### src/rtl/iob_pulse_sched.sv
// Round-robin scheduler sharing one start-delay/pulse-duration timer among N_REQ requesters.
// Each grant waits start_w cycles, pulses the winner's line for dur_w cycles, then strobes done.
module iob_pulse_sched #(
    parameter int N_REQ = 4,
    parameter int CNT_W = 8
) (
    input  logic             clk_i,
    input  logic             rst_i,
    input  logic             cfg_we_i,
    input  logic [CNT_W-1:0] cfg_start_i,
    input  logic [CNT_W-1:0] cfg_dur_i,
    input  logic [N_REQ-1:0] req_i,
    input  logic             abort_i,
    output logic [N_REQ-1:0] gnt_o,
    output logic [N_REQ-1:0] pulse_out_o,
    output logic [N_REQ-1:0] done_o,
    output logic             busy_o
);
    localparam int PTR_W = (N_REQ > 1) ? $clog2(N_REQ) : 1;

    typedef enum logic [1:0] {IDLE, DELAY, PULSE, DONE} state_t;

    state_t             state_q;
    logic [PTR_W-1:0]   ptr_q;
    logic [CNT_W-1:0]   cnt_q;
    logic [N_REQ-1:0]   gnt_q;
    logic [CNT_W-1:0]   start_r_q, dur_r_q, start_w_q, dur_w_q;

    logic               win_vld;
    logic [PTR_W-1:0]   win_idx, ptr_d;
    logic [PTR_W:0]     sum;

    // Walk offsets high-to-low so the smallest offset from ptr_q wins last.
    always_comb begin
        win_vld = 1'b0;
        win_idx = '0;
        sum     = '0;
        for (int k = N_REQ - 1; k >= 0; k--) begin
            sum = {1'b0, ptr_q} + (PTR_W+1)'(k);
            if (sum >= (PTR_W+1)'(N_REQ))
                sum = sum - (PTR_W+1)'(N_REQ);
            if (req_i[sum[PTR_W-1:0]]) begin
                win_vld = 1'b1;
                win_idx = sum[PTR_W-1:0];
            end
        end
        ptr_d = (win_idx == PTR_W'(N_REQ - 1)) ? '0 : win_idx + PTR_W'(1);
    end

    always_ff @(posedge clk_i) begin
        if (rst_i) begin
            state_q   <= IDLE;
            ptr_q     <= '0;
            cnt_q     <= '0;
            gnt_q     <= '0;
            start_r_q <= CNT_W'(5);
            dur_r_q   <= CNT_W'(5);
            start_w_q <= CNT_W'(5);
            dur_w_q   <= CNT_W'(5);
        end else begin
            if (cfg_we_i) begin
                start_r_q <= cfg_start_i;
                dur_r_q   <= cfg_dur_i;
            end
            if (abort_i && state_q != IDLE) begin
                state_q <= IDLE;
                gnt_q   <= '0;
                cnt_q   <= '0;
            end else begin
                case (state_q)
                    IDLE: if (win_vld) begin
                        // Working copies take the pre-write config values on a simultaneous cfg_we.
                        gnt_q     <= N_REQ'(1) << win_idx;
                        ptr_q     <= ptr_d;
                        cnt_q     <= '0;
                        start_w_q <= start_r_q;
                        dur_w_q   <= dur_r_q;
                        if (start_r_q != '0)    state_q <= DELAY;
                        else if (dur_r_q != '0) state_q <= PULSE;
                        else                    state_q <= DONE;
                    end
                    DELAY: begin
                        if (cnt_q == start_w_q - CNT_W'(1)) begin
                            cnt_q   <= '0;
                            state_q <= (dur_w_q == '0) ? DONE : PULSE;
                        end else begin
                            cnt_q <= cnt_q + CNT_W'(1);
                        end
                    end
                    PULSE: begin
                        if (cnt_q == dur_w_q - CNT_W'(1)) begin
                            cnt_q   <= '0;
                            state_q <= DONE;
                        end else begin
                            cnt_q <= cnt_q + CNT_W'(1);
                        end
                    end
                    default: begin
                        state_q <= IDLE;
                        gnt_q   <= '0;
                    end
                endcase
            end
        end
    end

    assign gnt_o       = gnt_q;
    assign pulse_out_o = gnt_q & {N_REQ{state_q == PULSE}};
    assign done_o      = gnt_q & {N_REQ{state_q == DONE}};
    assign busy_o      = (state_q != IDLE);
endmodule

### config.mk
export PLATFORM = sky130hd
export DESIGN_NAME = iob_pulse_sched
export DESIGN_NICKNAME = d
export VERILOG_FILES = /design/src/rtl/iob_pulse_sched.sv
export SDC_FILE = /design/constraint.sdc
export NUM_CORES = 1
export LEC_CHECK = 0
export BUFFER_PORTS_ARGS = -buffer_cell sky130_fd_sc_hd__buf_2
export CAP_MARGIN = 20
export CORE_MARGIN = 4
export CORE_UTILIZATION = 62
export CTS_BUF_LIST = sky130_fd_sc_hd__clkbuf_4 sky130_fd_sc_hd__clkbuf_8
export DETAILED_ROUTE_END_ITERATION = 8
export GPL_TIMING_DRIVEN = 0
export PLACE_DENSITY = 0.82
export SETUP_SLACK_MARGIN = 0.3
export SYNTH_ARGS = -nofsm -noshare
export SYNTH_HDL_FRONTEND = slang
export SYNTH_SLANG_ARGS = --single-unit
### constraint.sdc
create_clock -name clk_i -period 5.25 [get_ports clk_i]
set_input_delay 0 -clock clk_i [delete_from_list [all_inputs] [get_ports clk_i]]
set_output_delay 0 -clock clk_i [all_outputs]
set_load 0.01 [all_outputs]
* Word level (Yosys, flattened, before mapping)
Index checks and enable logic that the tools add are counted.
Widths: inputs -> output; s select.
** Storage, ports and cells
- Bits in registers :: 48
- Input bits :: 24
- Output and inout port bits :: 13
- Logic and storage cells :: 88
** Cells by class
- Add/subtract/negate cells :: 11
- Order comparisons :: 8
- Equal/unequal tests :: 9
- Shifts and indexed selects :: 1
- Multiplexer cells :: 34
- Bitwise operators :: 4
- Reduce and logical (&&, ||, !) cells :: 13
** Operators with widths (count)
- $mux 2 :: 13
- $mux 8 :: 3
- $pmux 8 s3 :: 1
- $eq 8x8->1 :: 2
- $reduce_bool 8->1 :: 2
- $sub 8x1->8 const B :: 2
- $lt 2x3->1 const B :: 4
- $mux 1 :: 10
- $ge 3x3->1 const B :: 3
- $add 8x1->8 const B :: 1
- $and 4x4->4 :: 2
- $bmux 1 s2 :: 4
- $logic_not 8->1 :: 1
- $pmux 4 s2 :: 1
- $sub 2x1->2 const B :: 4
- $add 2x2->3 const B :: 2
- $eq 2x2->1 const B :: 3
- $ne 2x2->1 const B :: 3
- $pmux 2 s3 :: 1
- $reduce_and 3->1 :: 2
- $mux 4 :: 1
- $reduce_and 2->1 :: 2
- $reduce_or 2->1 :: 2
- $shl 1x2->4 const A :: 1
- 9 further kinds :: 10

* Longest topological paths before layout
- Depth after elaboration :: 12
- Depth in mapped cells :: 9
- Depth with buffers taken out :: 8

* Worst setup path after synthesis
Ideal clock, no wire load.
- Path type :: flip-flop to flip-flop
- From :: register dur_w_q[0]
- To :: register state_q[1]
- Library setup time :: 0.117 ns
- Data arrival time :: 1.984 ns
- Required time :: 5.133 ns
- Setup slack :: 3.149 ns
- Stages on the path, launching flop included :: 9
- Path buffers :: 0
- Clock period less this slack :: 2.101 ns
- Path through :: dfxtp_1 > inv_1 > ha_1 > nand2b_1 > or2_2 > o311a_1 > o41ai_4 > nand4_2 > a32o_2
** Between the ends
- Longest elaborated chain between the ends :: 4
** Ends and longest elaborated chain
- start, declared :: RTL line 27 : logic [CNT_W-1:0] start_r_q, dur_r_q, start_w_q, dur_w_q;
- start signal, assigned :: RTL line 77 : dur_w_q <= dur_r_q;
- $sub 8x1->8 :: RTL line 91 : if (cnt_q == dur_w_q - CNT_W'(1)) begin
- $eq 8x8->1 :: RTL line 91
- $ne 2x2->1 (no source line)
- $reduce_and 3->1 (no source line)
- end signal, assigned :: RTL line 85 : state_q <= (dur_w_q == '0) ? DONE : PULSE;
- end, declared :: RTL line 23 : state_t state_q;
No other way between the ends.
A chain may end at the register's enable or synchronous reset.

* Worst setup path in the final report
- From :: register dur_w_q[0]
- To :: register cnt_q[3]
** Between the ends
- Longest elaborated chain between the ends :: 4
** Ends and longest elaborated chain
- $sub 8x1->8 :: RTL line 91
- $eq 8x8->1 :: RTL line 91
- $mux 8 :: RTL line 91
- $pmux 8 s3 :: RTL line 70 : case (state_q)
- end signal, assigned :: RTL line 87 : cnt_q <= cnt_q + CNT_W'(1);
- end signal, assigned :: RTL line 95 : cnt_q <= cnt_q + CNT_W'(1);
- end, declared :: RTL line 25 : logic [CNT_W-1:0] cnt_q;
No other way between the ends.

==> flow_summary.ini <==
[status]
status = complete, no violations

[logic_synthesis]
yosys.cell_count.top_type = dfxtp_1
post_synthesis_instance_area_mm2 = 0.00274
ys_ff_latch = 48
seq_area_frac_synth_pct = 35.1
number_of_different_library_cells_in_the_post_synthesis_netlist = 53
number_of_flops_mapped_to_enable_cells_by_yosys = 0
netlist_top_cells_area = dfxtp_1 35%, nand2_1 5.8%, ha_1 5.5%
synth_top_cells_by_count = 48 x dfxtp_1, 42 x nand2_1, 32 x nor2_1
synth-async-reset-ratio_pct = 0
ys.flop_type = dfxtp_1
synth_top_area_cell = dfxtp_1
synthesis.nets = 359
synth-warning-count = 0
postSynthAreaPerCell_um2 = 8.48
synth.top_cell.area_share_pct = 35.1
post_synth_inst_count = 323

[clock_network]
cts_max_level = 2
postCtsSetupRepairBufs = 0
tritoncts.num_buffers = 5
clk_lat_worst_skew_ns = 0.30
clock_tree_buffer_depth = 2
cts_num_sinks = 48
clock-root-buffer = clkbuf_8
tritoncts = yes
cts.reportedPaths.clkPinSlew_ns = 0.09

[die]
ios = 37
die_width_um = 74.5
core_area_mm2 = 0.00414
dieHeight_um = 74.5
die-area_mm2 = 0.00555
initial_cell_density_of_the_core_pct = 66.1
placement_rows = 23

[setup_path]
cp_max_fo = 7
timing.critical_path.from_type = flip-flop
rrSetupSlack_ns = 2.96
crit_arrival_ns = 2.45
critPathRequiredTime_ns = 5.41
critical_path.endpoint_type = flip-flop
worst_path_class_setup = reg2reg

[power_and_ir_drop]
power.internal_w = 0.000781
power.density_cell_area_mw_per_mm2 = 425
switching_share_pct = 43.1
netSwitchingPower_w = 0.000593
seqPwrFrac_pct = 35.5
p_leak_nw = 1.37
power.clock.fraction_pct = 17.1
vdd.ir_drop.worst_mv = 0.295
combinationalPowerShare_pct = 47.4

[detailed_routing]
dr_total_vias = 2542
viasPerCell = 5.88
post-route-drc-count = 0
wl_per_cell_um = 15.5
firstDrtPassIters = 5
routed_wl_um = 6680
residual_antenna_violating_net_count_after_detailed_routing = 0
drt_iter0_markers = 177

[placement]
dp_cells = 408
dp_hpwl_um = 4810
detailed_place.area_mm2 = 0.00298
gp_routability_congestion = 0.894
buffer_ports.inserted = 35

[global_routing]
globalRoute.totalOverflow = 0
grt_max_degree = 15
global_route.usage.total_pct = 26.2
grt_first_pass_wirelength_um = 11300
initial_antenna_violation_count = 0
first_global_vias = 2428

[finish]
area_growth_pct = 18.1
fillCellCount = 292
ant_diodes = 0
post_route_cell_area_mm2 = 0.00324
final_net_count = 417
final_cell_count_no_fill = 432
final_layout_size_suffix_gt1_share_pct = 16.8

[timing]
hold-worst-slack_ns = 0.0843
finalCritPeriodShare_pct = 43.7
timing_worst_slew_pin_value_ns = 0.871
period_minus_slack_ns = 2.29
setup_tns_ns = 0
report.final.hold_viol_count = 0
report.final.setup_viol = 0
worst_rel_slew_slack_pct = 41.4
rsz0062_at_grt = false
finClkSkew_ns = 0.00174
maximum_clock_rate_mhz = 436
final-max-slew-violation-count = 0

[run]
max-cap-violations = 0

[hold_path]
min_path_type = in2reg
## placed cells by master (no fill, tap or decap), types with 7 or more instances in the layout
master / n
clkbuf_1: 12
xor2_1: 12
mux2i_1: 15
ha_1: 12
nand3_1: 8
inv_1: 13
and2_1: 8
a21oi_1: 21
buf_2: 38
dfxtp_1: 48
nor4_1: 8
xnor2_1: 11
nand2_1: 42
nor2_1: 32
a211oi_1: 7
dlygate4sd3_1: 16
## path summary, 6_finish.rpt
check / start / end / cells past startpoint
max: dur_w_q[0] / cnt_q[3] / 8
min: cfg_we_i / dur_r_q[0] / 3
max reg2reg: dur_w_q[0] / cnt_q[3] / 8
min reg2reg: start_r_q[4] / start_w_q[4] / 2
## cell families (layout without fill, tap and decap cells)
group,count (synthesis),count (layout),share of synthesized area [%]
XOR/XNOR,23,23,7.35
adder cells (fa/ha/maj),12,12,5.48
AO/OA/AOI/OAI,62,62,17.5
flip-flops,48,48,35.1
AND/OR/NAND/NOR,133,133,24.9
buffers and inverters,30,89,4.25
multiplexers,15,15,5.48
## layout make-up
type                    instances  area (µm²)  area share (%)
plain buffers                  17        67.6            2.09
clock buffers                   7        90.1            2.78
clock inverters                 1        7.51           0.232
inverters                      13        48.8            1.51
multi-input cells             245        1660            51.4
flip-flops and latches         48         961            29.7
well taps                      50        62.6            1.93
repair buffers                 51         335            10.4
## state kept, by name, summed over array words and instances, names as in the netlist
register,cells
cnt_q,8
dur_r_q,8
dur_w_q,8
gnt_o,4
ptr_q,2
start_r_q,8
start_w_q,8
state_q,2
## power groups by stage
stage	Clock (W)	Combinational, W	Sequential (W)
finish	0.000235	0.000651	0.000488
global route	0.000251	0.000720	0.000499
CTS	0.000234	0.000642	0.000486
detailed placement	0	0.000625	0.000495
global placement	0	0.000603	0.000492
floorplan	0	0.000482	0.000481
## per-stage QoR
stage	util [%]	total power, W	setup WS, ns
after global placement	71.9	0.00109	3.00
after global routing	78.1	0.00147	2.81
final	78.1	0.00137	2.96
after detailed placement	71.9	0.00112	2.98
after floorplan	-	0.000963	3.15
after CTS	78.1	0.00136	2.96
## metal layers
metal | share of wire, % | vias up | wire length (µm) | GRT usage, %
met2 | 50 | 76 | 3350 | 46.0
met3 | 4.9 | 14 | 328 | 5.00
met5 | 0 | - | 0 | 0
met1 | 43 | 1205 | 2880 | 32.7
li1 | - | 1247 | - | -
met4 | 1.8 | 0 | 121 | 7.51
## worst max-delay path, stage by stage (launching register included)
cell	delay, ns
dfxtp_1	0.39
inv_1	0.07
ha_1	0.20
nand2b_1	0.17
or2_2	0.28
o311a_1	0.16
o41ai_4	0.45
a31o_2	0.32
a211oi_1	0.10
## what timing repair did
action                    in CTS  in global routing
hold endpoints to repair      16                  0
resized for setup              0                  0
hold buffers                  16                  0
(Power assumes the default switching activity.)
